## src/rtl/dmem_arbiter.sv

```systemverilog
// Two-port round-robin arbiter and access sequencer for the word-addressed data memory.
// Port 0 is the pipeline MEM stage, port 1 the loader/debug port; out-of-range addresses raise a sticky fault.
module dmem_arbiter #(
    parameter int ADDR_W      = 10,
    parameter int DATA_W      = 32,
    parameter int MEM_LATENCY = 1
) (
    input  logic              clk,
    input  logic              reset,
    input  logic              p0_read,
    input  logic              p0_write,
    input  logic [31:0]       p0_addr,
    input  logic [DATA_W-1:0] p0_wdata,
    output logic [DATA_W-1:0] p0_rdata,
    output logic              p0_done,
    output logic              p0_stall,
    input  logic              p1_req,
    input  logic              p1_we,
    input  logic [31:0]       p1_addr,
    input  logic [DATA_W-1:0] p1_wdata,
    output logic [DATA_W-1:0] p1_rdata,
    output logic              p1_done,
    output logic              mem_en,
    output logic              mem_we,
    output logic [ADDR_W-1:0] mem_addr,
    output logic [DATA_W-1:0] mem_wdata,
    input  logic [DATA_W-1:0] mem_rdata,
    output logic              fault,
    output logic [31:0]       fault_addr
);

    typedef enum logic [1:0] {IDLE, ISSUE, WAIT, DONE} state_t;

    state_t              state_q, state_d;
    logic [1:0]          cnt_q, cnt_d;
    logic                port_q, port_d;
    logic                we_q, we_d;
    logic                last_grant_q, last_grant_d;
    logic                mem_en_q, mem_en_d;
    logic                mem_we_q, mem_we_d;
    logic [ADDR_W-1:0]   mem_addr_q, mem_addr_d;
    logic [DATA_W-1:0]   mem_wdata_q, mem_wdata_d;
    logic [DATA_W-1:0]   p0_rdata_q, p0_rdata_d;
    logic [DATA_W-1:0]   p1_rdata_q, p1_rdata_d;
    logic                fault_q, fault_d;
    logic [31:0]         fault_addr_q, fault_addr_d;

    logic                p0_req;
    logic                grant1;
    logic                req_we;
    logic [31:0]         req_addr;
    logic [DATA_W-1:0]   req_wdata;

    always_comb begin
        state_d      = state_q;
        cnt_d        = cnt_q;
        port_d       = port_q;
        we_d         = we_q;
        last_grant_d = last_grant_q;
        mem_en_d     = 1'b0;
        mem_we_d     = mem_we_q;
        mem_addr_d   = mem_addr_q;
        mem_wdata_d  = mem_wdata_q;
        p0_rdata_d   = p0_rdata_q;
        p1_rdata_d   = p1_rdata_q;
        fault_d      = fault_q;
        fault_addr_d = fault_addr_q;

        // On a tie the port that did not win last time gets the grant.
        p0_req    = p0_read | p0_write;
        grant1    = p1_req & (~p0_req | ~last_grant_q);
        req_we    = grant1 ? p1_we    : p0_write;
        req_addr  = grant1 ? p1_addr  : p0_addr;
        req_wdata = grant1 ? p1_wdata : p0_wdata;

        case (state_q)
            IDLE: begin
                if (p0_req || p1_req) begin
                    port_d       = grant1;
                    we_d         = req_we;
                    last_grant_d = grant1;
                    if ((req_addr >> ADDR_W) != 32'd0) begin
                        // Out-of-range: never reaches the memory, completes straight away.
                        fault_d = 1'b1;
                        if (!fault_q) begin
                            fault_addr_d = req_addr;
                        end
                        if (!req_we) begin
                            if (grant1) begin
                                p1_rdata_d = '0;
                            end else begin
                                p0_rdata_d = '0;
                            end
                        end
                        state_d = DONE;
                    end else begin
                        mem_en_d    = 1'b1;
                        mem_we_d    = req_we;
                        mem_addr_d  = req_addr[ADDR_W-1:0];
                        mem_wdata_d = req_wdata;
                        state_d     = ISSUE;
                    end
                end
            end
            ISSUE: begin
                if (we_q) begin
                    state_d = DONE;
                end else begin
                    cnt_d   = 2'(MEM_LATENCY - 1);
                    state_d = WAIT;
                end
            end
            WAIT: begin
                if (cnt_q != 2'd0) begin
                    cnt_d = cnt_q - 2'd1;
                end else begin
                    if (port_q) begin
                        p1_rdata_d = mem_rdata;
                    end else begin
                        p0_rdata_d = mem_rdata;
                    end
                    state_d = DONE;
                end
            end
            DONE: begin
                state_d = IDLE;
            end
            default: begin
                state_d = IDLE;
            end
        endcase
    end

    always_ff @(posedge clk or posedge reset) begin
        if (reset) begin
            state_q      <= IDLE;
            cnt_q        <= '0;
            port_q       <= 1'b0;
            we_q         <= 1'b0;
            last_grant_q <= 1'b1;
            mem_en_q     <= 1'b0;
            mem_we_q     <= 1'b0;
            mem_addr_q   <= '0;
            mem_wdata_q  <= '0;
            p0_rdata_q   <= '0;
            p1_rdata_q   <= '0;
            fault_q      <= 1'b0;
            fault_addr_q <= '0;
        end else begin
            state_q      <= state_d;
            cnt_q        <= cnt_d;
            port_q       <= port_d;
            we_q         <= we_d;
            last_grant_q <= last_grant_d;
            mem_en_q     <= mem_en_d;
            mem_we_q     <= mem_we_d;
            mem_addr_q   <= mem_addr_d;
            mem_wdata_q  <= mem_wdata_d;
            p0_rdata_q   <= p0_rdata_d;
            p1_rdata_q   <= p1_rdata_d;
            fault_q      <= fault_d;
            fault_addr_q <= fault_addr_d;
        end
    end

    assign p0_done    = (state_q == DONE) && !port_q;
    assign p1_done    = (state_q == DONE) && port_q;
    assign p0_stall   = (p0_read | p0_write) & ~p0_done;
    assign p0_rdata   = p0_rdata_q;
    assign p1_rdata   = p1_rdata_q;
    assign mem_en     = mem_en_q;
    assign mem_we     = mem_we_q;
    assign mem_addr   = mem_addr_q;
    assign mem_wdata  = mem_wdata_q;
    assign fault      = fault_q;
    assign fault_addr = fault_addr_q;

endmodule

```

## config.mk

```make
export PLATFORM = sky130hd
export DESIGN_NAME = dmem_arbiter
export DESIGN_NICKNAME = d
export VERILOG_FILES = /design/src/rtl/dmem_arbiter.sv
export SDC_FILE = /design/constraint.sdc
export NUM_CORES = 1
export LEC_CHECK = 0
export ABC_CLOCK_PERIOD_IN_PS = 3800
export BUFFER_PORTS_ARGS = -buffer_cell sky130_fd_sc_hd__buf_2
export CAP_MARGIN = 30
export CORE_MARGIN = 4
export CORE_UTILIZATION = 42
export CTS_CLUSTER_SIZE = 24
export DETAILED_ROUTE_END_ITERATION = 7
export PLACE_DENSITY = 0.7
export SYNTH_ARGS = -nofsm -noshare
export SYNTH_HDL_FRONTEND = slang
export SYNTH_SLANG_ARGS = --single-unit
```

## constraint.sdc

```tcl
create_clock -name clk -period 3.8 [get_ports clk]
set_input_delay 0.19 -clock clk [delete_from_list [all_inputs] [get_ports clk]]
set_output_delay 0.19 -clock clk [all_outputs]
set_load 0.02 [all_outputs]
```

* Word level (Yosys, flattened, before mapping)
Cells that the tools add are included.
Word-level totals: register bits 148, latch bits 0, memory bits (writable) 0, bits in read-only memories 0, output and inout bits 144, memories 0
Operators by class: $add $sub $neg 1, $mul 0, div/mod/pow operators 0, magnitude comparators 0, eq/ne operators 13, shift operators 0, muxes and demuxes 28, bitwise logic cells 9, reduce and logical (&&, ||, !) cells 17
Operators by type and width (count):
- 32-bit 2-to-1 mux | 14
- 32-bit one-hot mux with 2 select lines | 2
- 32-bit nonzero test | 1
- 2-bit != test, second input constant | 10
- 7-bit AND reduction | 2
- 2-bit 2-to-1 mux | 5
- 3-bit AND reduction | 3
- 2-bit one-hot mux with 4 select lines | 1
- 2-bit nonzero test | 3
- 1-bit 2-to-1 mux | 5
- 1-bit inverter | 5
- 2-bit == test, second input constant | 2
- 2-bit one-hot mux with 2 select lines | 1
- 2-bit AND reduction | 2
- 4-bit AND reduction | 1
- 1-bit AND | 2
- 2-bit by 1-bit == test with 1-bit output, second input constant | 1
- 1-bit logical AND | 2
- 2-bit zero test | 1
- 1-bit OR | 2
- 2-bit by 1-bit subtractor with 2-bit output, second input constant | 1
- 1-bit zero test | 1
- 1-bit logical OR | 1

* Longest topological paths before layout
Gate-level depths: netlist of run 1.
depth in word-level cells 9, depth in mapped cells 10

* Worst setup path after synthesis of run 1
Ideal clock, no wire load.
path type input -> register, start point input p0_addr[11], end point register mem_addr_q[0] (netlist: mem_addr[0]), setup time 0.125 ns, arrival 2.294 ns, required time 3.675 ns, setup slack 1.381 ns, stages 7, cells stage by stage or4_1 a2111o_1 o22a_1 buf_6 nor3_4 buf_6 mux2_4
Between the ends: word-level cells in the longest chain between the ends 4
RTL lines:
- start, declared | line 12 | input logic [31:0] p0_addr,
- 32-bit 2-to-1 mux | line 73 | req_addr = grant1 ? p1_addr : p0_addr;
- 32-bit nonzero test | line 82 | if ((req_addr >> ADDR_W) != 32'd0) begin
- 1-bit inverter (no source line)
- 3-bit AND reduction (no source line)
- end signal, assigned | line 157 | mem_addr_q <= mem_addr_d;
- end, declared | line 41 | logic [ADDR_W-1:0] mem_addr_q, mem_addr_d;
No other way between the ends. A chain may end at the register's enable or synchronous reset.

* Final worst setup path of run 1
start point register state_q[0], end point register fault_addr_q[25] (netlist: fault_addr[25])
Between the ends: word-level cells in the longest chain between the ends 2
RTL lines:
- start, declared | line 34 | state_t state_q, state_d;
- start signal, assigned | line 150 | state_q <= state_d;
- 2-bit zero test | line 76 | case (state_q)
- 4-bit AND reduction (no source line)
- end signal, assigned | line 162 | fault_addr_q <= fault_addr_d;
- end, declared | line 46 | logic [31:0] fault_addr_q, fault_addr_d;
No other way between the ends.

==> results.yml, run 1 <==
yosys:
  yosys-top-cells-count: "dfrtp_1 (147), mux2_2 (71), nand2_1 (62)"
  synthFlopType: "dfrtp_1"
  synth_edf_count: 0
  synthesis.area_sq_mm: 0.00732
  synth_cell_types: 42
  synth_most_common_cell: "dfrtp_1"
  yosys-top-cells-area: "dfrtp_1 (50%), mux2_2 (11%), o2111a_1 (5.1%)"
  synth_top_area_cell: "dfrtp_1"
  syn-num-nets: 801
  synthArstFlopShare_pct: 100
  synth_top_area_share_pct: 50.2
  synth-seq-cells: 148
  postSynthCellCount: 629
  synth_warnings: 0
  yosysSeqAreaShare_pct: 50.6
  syn_area_per_cell_sq_um: 11.6
timing:
  slew_headroom_pct: 45.6
  worst_slew_pin_slew_ns: 0.817
  grt_setup_unrepaired: "false"
  setup_viol_count_final: 0
  post-route-period-util_pct: 74.7
  hold_viol: 0
  slew_viol_final: 0
  tns_ns: 0
  timing.final.crit_period_ns: 2.84
  fmax_mhz: 352
  clock_skew_ns: 0.0114
  hold_ws_ns: 0.0310
critical_path:
  cp_common_cell: "a21o_1"
  cp_max_fo: 23
  worstPathRequired_ns: 4.10
  cp-end-kind: "register"
  rr_startpoint: "state_q[0]"
  crit_chain: "inv_1 -> ha_1 -> nand2b_1 -> or2_2 -> a21o_1 -> buf_4 -> a21o_1"
  crit_start: "state_q[0]"
  critPathLaunchType: "register"
  critPathKind: "reg -> reg"
  r2r_setup_slack_ns: 0.96
  critPathArrivalTime_ns: 3.14
  slowest_stage: "or2_2"
  crit_path_max_incr_delay_ns: 0.52
die:
  placementRows: 48
  ios: 310
  die-area_sq_mm: 0.0196
  start_util_pct: 42.6
  die_x_microns: 140
  die_h_microns: 140
  core_sq_mm: 0.0172
cts:
  cts.repair.resized: 0
  cts_buffers: 17
  clk_pin_slew_ns: 0.06
  clk_latency_ns: 0.42
  ctsRootBufferMaster: "clkbuf_16"
  cts_tree: "done"
  max-clock-path-buffers: 2
  cts_sinks: 148
  h-tree-depth: 4
global_route:
  gr-total-overflow: 0
  grtUsageTotal_pct: 21.4
  antenna_found_initial: 1
  grt_pass1_wl_mm: 33.8
  grt_pass1_vias: 6295
  grt_start_max_net_pins: 70
cells_and_area:
  finish.utilization_pct: 56.3
  fill_cells: 1556
  final_cells: 1156
  drive_gt1_share_pct: 51.9
  num_antenna_cells: 0
  fin_area_sq_mm: 0.00967
  final-seq-area_sq_mm: 0.00370
  multi_input_area_sq_mm: 0.00324
  nNetsFinal: 1091
  syn_to_final_growth_pct: 32.1
placement:
  dp_hpwl_mm: 15.2
  dp_cells: 1124
  io_buffers: 309
  placed_cell_area_sq_mm: 0.00905
  routabilityCongestion: 0.847
route:
  drt_iter0_drc: 356
  drtAntennaViolNets: 0
  vias: 6208
  wire_per_inst_microns: 18.4
  finalWirelength_mm: 21.2
  detail_route.first_pass.iterations: 4
  drc: 0
  viasPerCell: 5.37
hold_path:
  hold_class: "in -> reg"
  hold_start: "mem_rdata[17]"
power:
  peakVddDrop_uv: 334
  powerDensity_mw_per_mm2: 625
  leakagePower_nw: 5.09
run_status:
  status: "finished, final reports clean"
job:
  maxCapViolCount: 0
[layout by cell type (no fill, tap or decap), types with 3 or more instances in the layout]
| cell type | instances |
|---|---|
| clkinv_4 | 3 |
| mux2_4 | 20 |
| dfrtp_1 | 147 |
| nand3_1 | 26 |
| a21oi_1 | 27 |
| mux2_2 | 71 |
| o2111a_1 | 33 |
| a21o_1 | 25 |
| bufinv_16 | 4 |
| mux2_1 | 3 |
| o21ai_0 | 5 |
| clkinv_2 | 4 |
| clkbuf_16 | 17 |
| ha_1 | 5 |
| nor3_1 | 3 |
| buf_2 | 309 |
| inv_1 | 39 |
| nand2_1 | 61 |
| buf_4 | 10 |
| mux2i_1 | 33 |
| nor2_1 | 5 |
| a31o_2 | 31 |
| nor4_1 | 8 |
[routing by layer]
metal	global-route usage, %	share of wire [%]
met3	5.94	6.2
met5	0	0.033
met4	9.08	3.5
met1	27.0	42
met2	34.9	49
[logic make-up (layout without fill, tap and decap cells)]
group,after synthesis,count (layout),synth area share (%)
adder cells (fa/ha/maj),6,6,1.03
AND/OR/NAND/NOR,120,120,7.66
buffers and inverters,91,393,5.30
AO/OA/AOI/OAI,137,137,15.4
flip-flops,148,148,50.6
multiplexers,127,127,20.0
[layout make-up]
| type | count | area share (%) |
|---|---|---|
| flip-flops and latches | 148 | 38.3 |
| multi-input cells | 390 | 33.5 |
| inverters | 40 | 1.59 |
| clock buffers | 18 | 4.44 |
| well taps | 225 | 2.91 |
| clock inverters | 13 | 1.89 |
| repair buffers | 322 | 17.4 |
[metrics by stage]
step	setup WS [ns]	total power, mW
after floorplan	1.38	3.57
after global placement	1.02	4.25
after detailed placement	0.946	4.32
after CTS	0.971	6.09
after global routing	0.757	6.37
final	0.960	6.05
[power breakdown]
group / internal (mW) / total, mW / switching [mW]
Clock: 1.09 / 1.75 / 0.659
Sequential: 1.91 / 2.10 / 0.186
Combinational: 0.838 / 2.20 / 1.36
Total: 3.84 / 6.05 / 2.20
[repair_timing]
action	CTS	global route
hold buffers	1	0
setup buffers	0	0
endpoints found under the hold margin	28	0
[registers in the layout (all words and copies together) (netlist names)]
register      cells
mem_we            1
p1_rdata         32
p0_rdata         32
port_q            1
we_q              1
mem_en            1
fault_addr       32
last_grant_q      1
mem_addr         10
state_q           2
fault             1
cnt_q             2
mem_wdata        32
[worst paths after layout]
check	endpoint	cells past startpoint
hold reg to reg	fault_addr[29]	1
setup / recovery	fault_addr[25]	7
setup reg to reg	fault_addr[25]	7
hold / removal	p0_rdata[17]	3
max in group asynchronous	mem_addr[5]	4
min in group asynchronous	mem_wdata[29]	3
[critical path: cells and delay by family, from the launching register on]
family | cells | cell delay (ns)
adder cells (fa/ha/maj) | 1 | 0.36
AND/OR/NAND/NOR | 2 | 0.77
buffers and inverters | 2 | 0.49
AO/OA/AOI/OAI | 2 | 0.71
flip-flops | 1 | 0.40
(Power assumes the default switching activity.)
==> inputs of run 2 (changes only) <==
- ABC_CLOCK_PERIOD_IN_PS: 3800 -> 2700
- PLACE_DENSITY: 0.7 -> 0.68
- clock period: 3.8 -> 2.7 ns (I/O delays scaled with it)
==> results.yml, run 2 (synthesis results as in run 1) <==
cts:
  post_cts_buffers: 0
  cts_sinks: 148
  cts_tree: "done"
  cts.repair.resized: 0
  cts_buffers: 17
  ctsRootBufferMaster: "clkbuf_16"
  clk_pin_slew_ns: 0.06
  clk_latency_ns: 0.42
  h-tree-depth: 4
  max-clock-path-buffers: 2
cells_and_area:
  nNetsFinal: 1128
  finish.utilization_pct: 58.7
  drive_gt1_share_pct: 50.6
  mostFrequentLayoutCell: "buf_2"
  syn_to_final_growth_pct: 37.7
  most-common-layout-cells: "buf_2 (309), dfrtp_1 (147), mux2_2 (71), nand2_1 (61), inv_1 (39)"
  fill_cells: 1502
  final_cells: 1194
  num_antenna_cells: 0
global_route:
  grtUsageTotal_pct: 21.3
  grt_pass1_wl_mm: 33.8
  grt_pass1_vias: 6356
  antenna_found_initial: 0
  gr-total-overflow: 0
  grt_start_max_net_pins: 149
critical_path:
  critPathKind: "reg -> reg"
  critPathLaunchType: "register"
  cp_max_fo: 33
  worstPathRequired_ns: 3.01
  critPathArrivalTime_ns: 2.67
  cp-end-kind: "register"
timing:
  tns_ns: 0
  setup_viol_count_final: 0
  slew_headroom_pct: 42.5
  worst_slew_pin_slew_ns: 0.862
  grt_setup_unrepaired: "false"
  hold_viol: 0
  fmax_mhz: 424
  slew_viol_final: 0
  clock_skew_ns: 0.00911
  timing.final.crit_period_ns: 2.36
  post-route-period-util_pct: 87.5
route:
  viasPerCell: 5.22
  drc: 0
  detail_route.first_pass.iterations: 4
  finalWirelength_mm: 21.0
  drtAntennaViolNets: 0
  wire_per_inst_microns: 17.6
  vias: 6227
  drt_iter0_drc: 283
power:
  leakagePower_nw: 5.26
  power_frac_comb_pct: 37.0
  seqPwrFrac_pct: 34.5
  clkPwrFrac_pct: 28.5
  power.total_mw: 8.55
  peakVddDrop_uv: 561
  powerDensity_mw_per_mm2: 847
  p_sw_share_pct: 36.3
  p_switching_mw: 3.10
  p_int_mw: 5.45
die:
  die_x_microns: 140
  start_util_pct: 42.6
  core_sq_mm: 0.0172
  placementRows: 48
  die_h_microns: 140
  die-area_sq_mm: 0.0196
  ios: 310
placement:
  dp_cells: 1130
  dp_hpwl_mm: 14.9
  routabilityCongestion: 0.897
  io_buffers: 309
run_status:
  status: "finished, final reports clean"
job:
  maxCapViolCount: 0
hold_path:
  hold_class: "in -> reg"
[run 2: cell types whose count changed in the layout (fill, tap and decap cells not counted), sizes merged]
cell and delta:
clkinvlp +2, clkinv -2, buf +6, bufinv -1, dlygate4sd3 +31, clkbuf +2
[run 2: layer usage]
metal  vias up  wire, microns  global-route usage, %
li1       2948              -                      -
met4         0            653                   8.47
met3        45           1310                   5.02
met2       222          10400                   35.7
met5         -              0                      0
met1      3012           8580                   26.9
[run 2: repair_timing]
action	4_1_cts	5_1_grt
endpoints found under the setup margin	0	0
hold buffers	32	0
hold endpoints to repair	48	0
[run 2: cell type report]
| cell class | count | area (sq um) | area share, % |
|---|---|---|---|
| Sequential cell | 148 | 3700 | 36.7 |
| Multi-Input combinational cell | 390 | 3240 | 32.2 |
| Timing Repair Buffer | 359 | 2090 | 20.7 |
| Clock buffer | 20 | 457 | 4.53 |
| Tap cell | 225 | 282 | 2.79 |
| Clock inverter | 12 | 154 | 1.53 |
| Inverter | 40 | 154 | 1.53 |
[run 2: per-stage QoR]
step                      setup slack, ns  cell area (sq um)  hold slack [ns]
after CTS                           0.343              10100          0.00693
after floorplan                     0.312               7330            0.281
after global routing                0.195              10100           0.0216
final                               0.339              10100           0.0234
after global placement              0.247               9150            0.400
after detailed placement            0.229               9150            0.406
[run 2: path summary, 6_finish.rpt]
path / start / slack [ns] / to / cells past startpoint
setup / recovery: last_grant_q / 0.34 / p1_rdata[27] / 8
hold / removal: mem_rdata[11] / 0.02 / p0_rdata[11] / 3
setup reg to reg: last_grant_q / 0.34 / p1_rdata[27] / 8
hold reg to reg: fault_addr[11] / 0.47 / fault_addr[11] / 1
max in group asynchronous: reset / 1.56 / fault_addr[7] / 4
min in group asynchronous: reset / 0.44 / p0_rdata[14] / 4
[run 2: power groups by stage]
stage / registers [mW] / logic (mW) / clock network, mW
after floorplan: 3.48 / 1.55 / 0
after global placement: 2.97 / 3.11 / 0
after detailed placement: 2.97 / 3.16 / 0
after CTS: 2.95 / 3.20 / 2.50
after global routing: 3.01 / 3.43 / 2.60
final: 2.94 / 3.16 / 2.44
[run 2: worst max-delay path, stage by stage, from the launching register on]
cell       delay, ns
dfstp_2         0.55
o21ai_2         0.07
buf_4           0.20
nand4_1         0.12
o22a_1          0.22
buf_4           0.37
o2111ai_2       0.20
buf_12          0.22
a31o_2          0.26
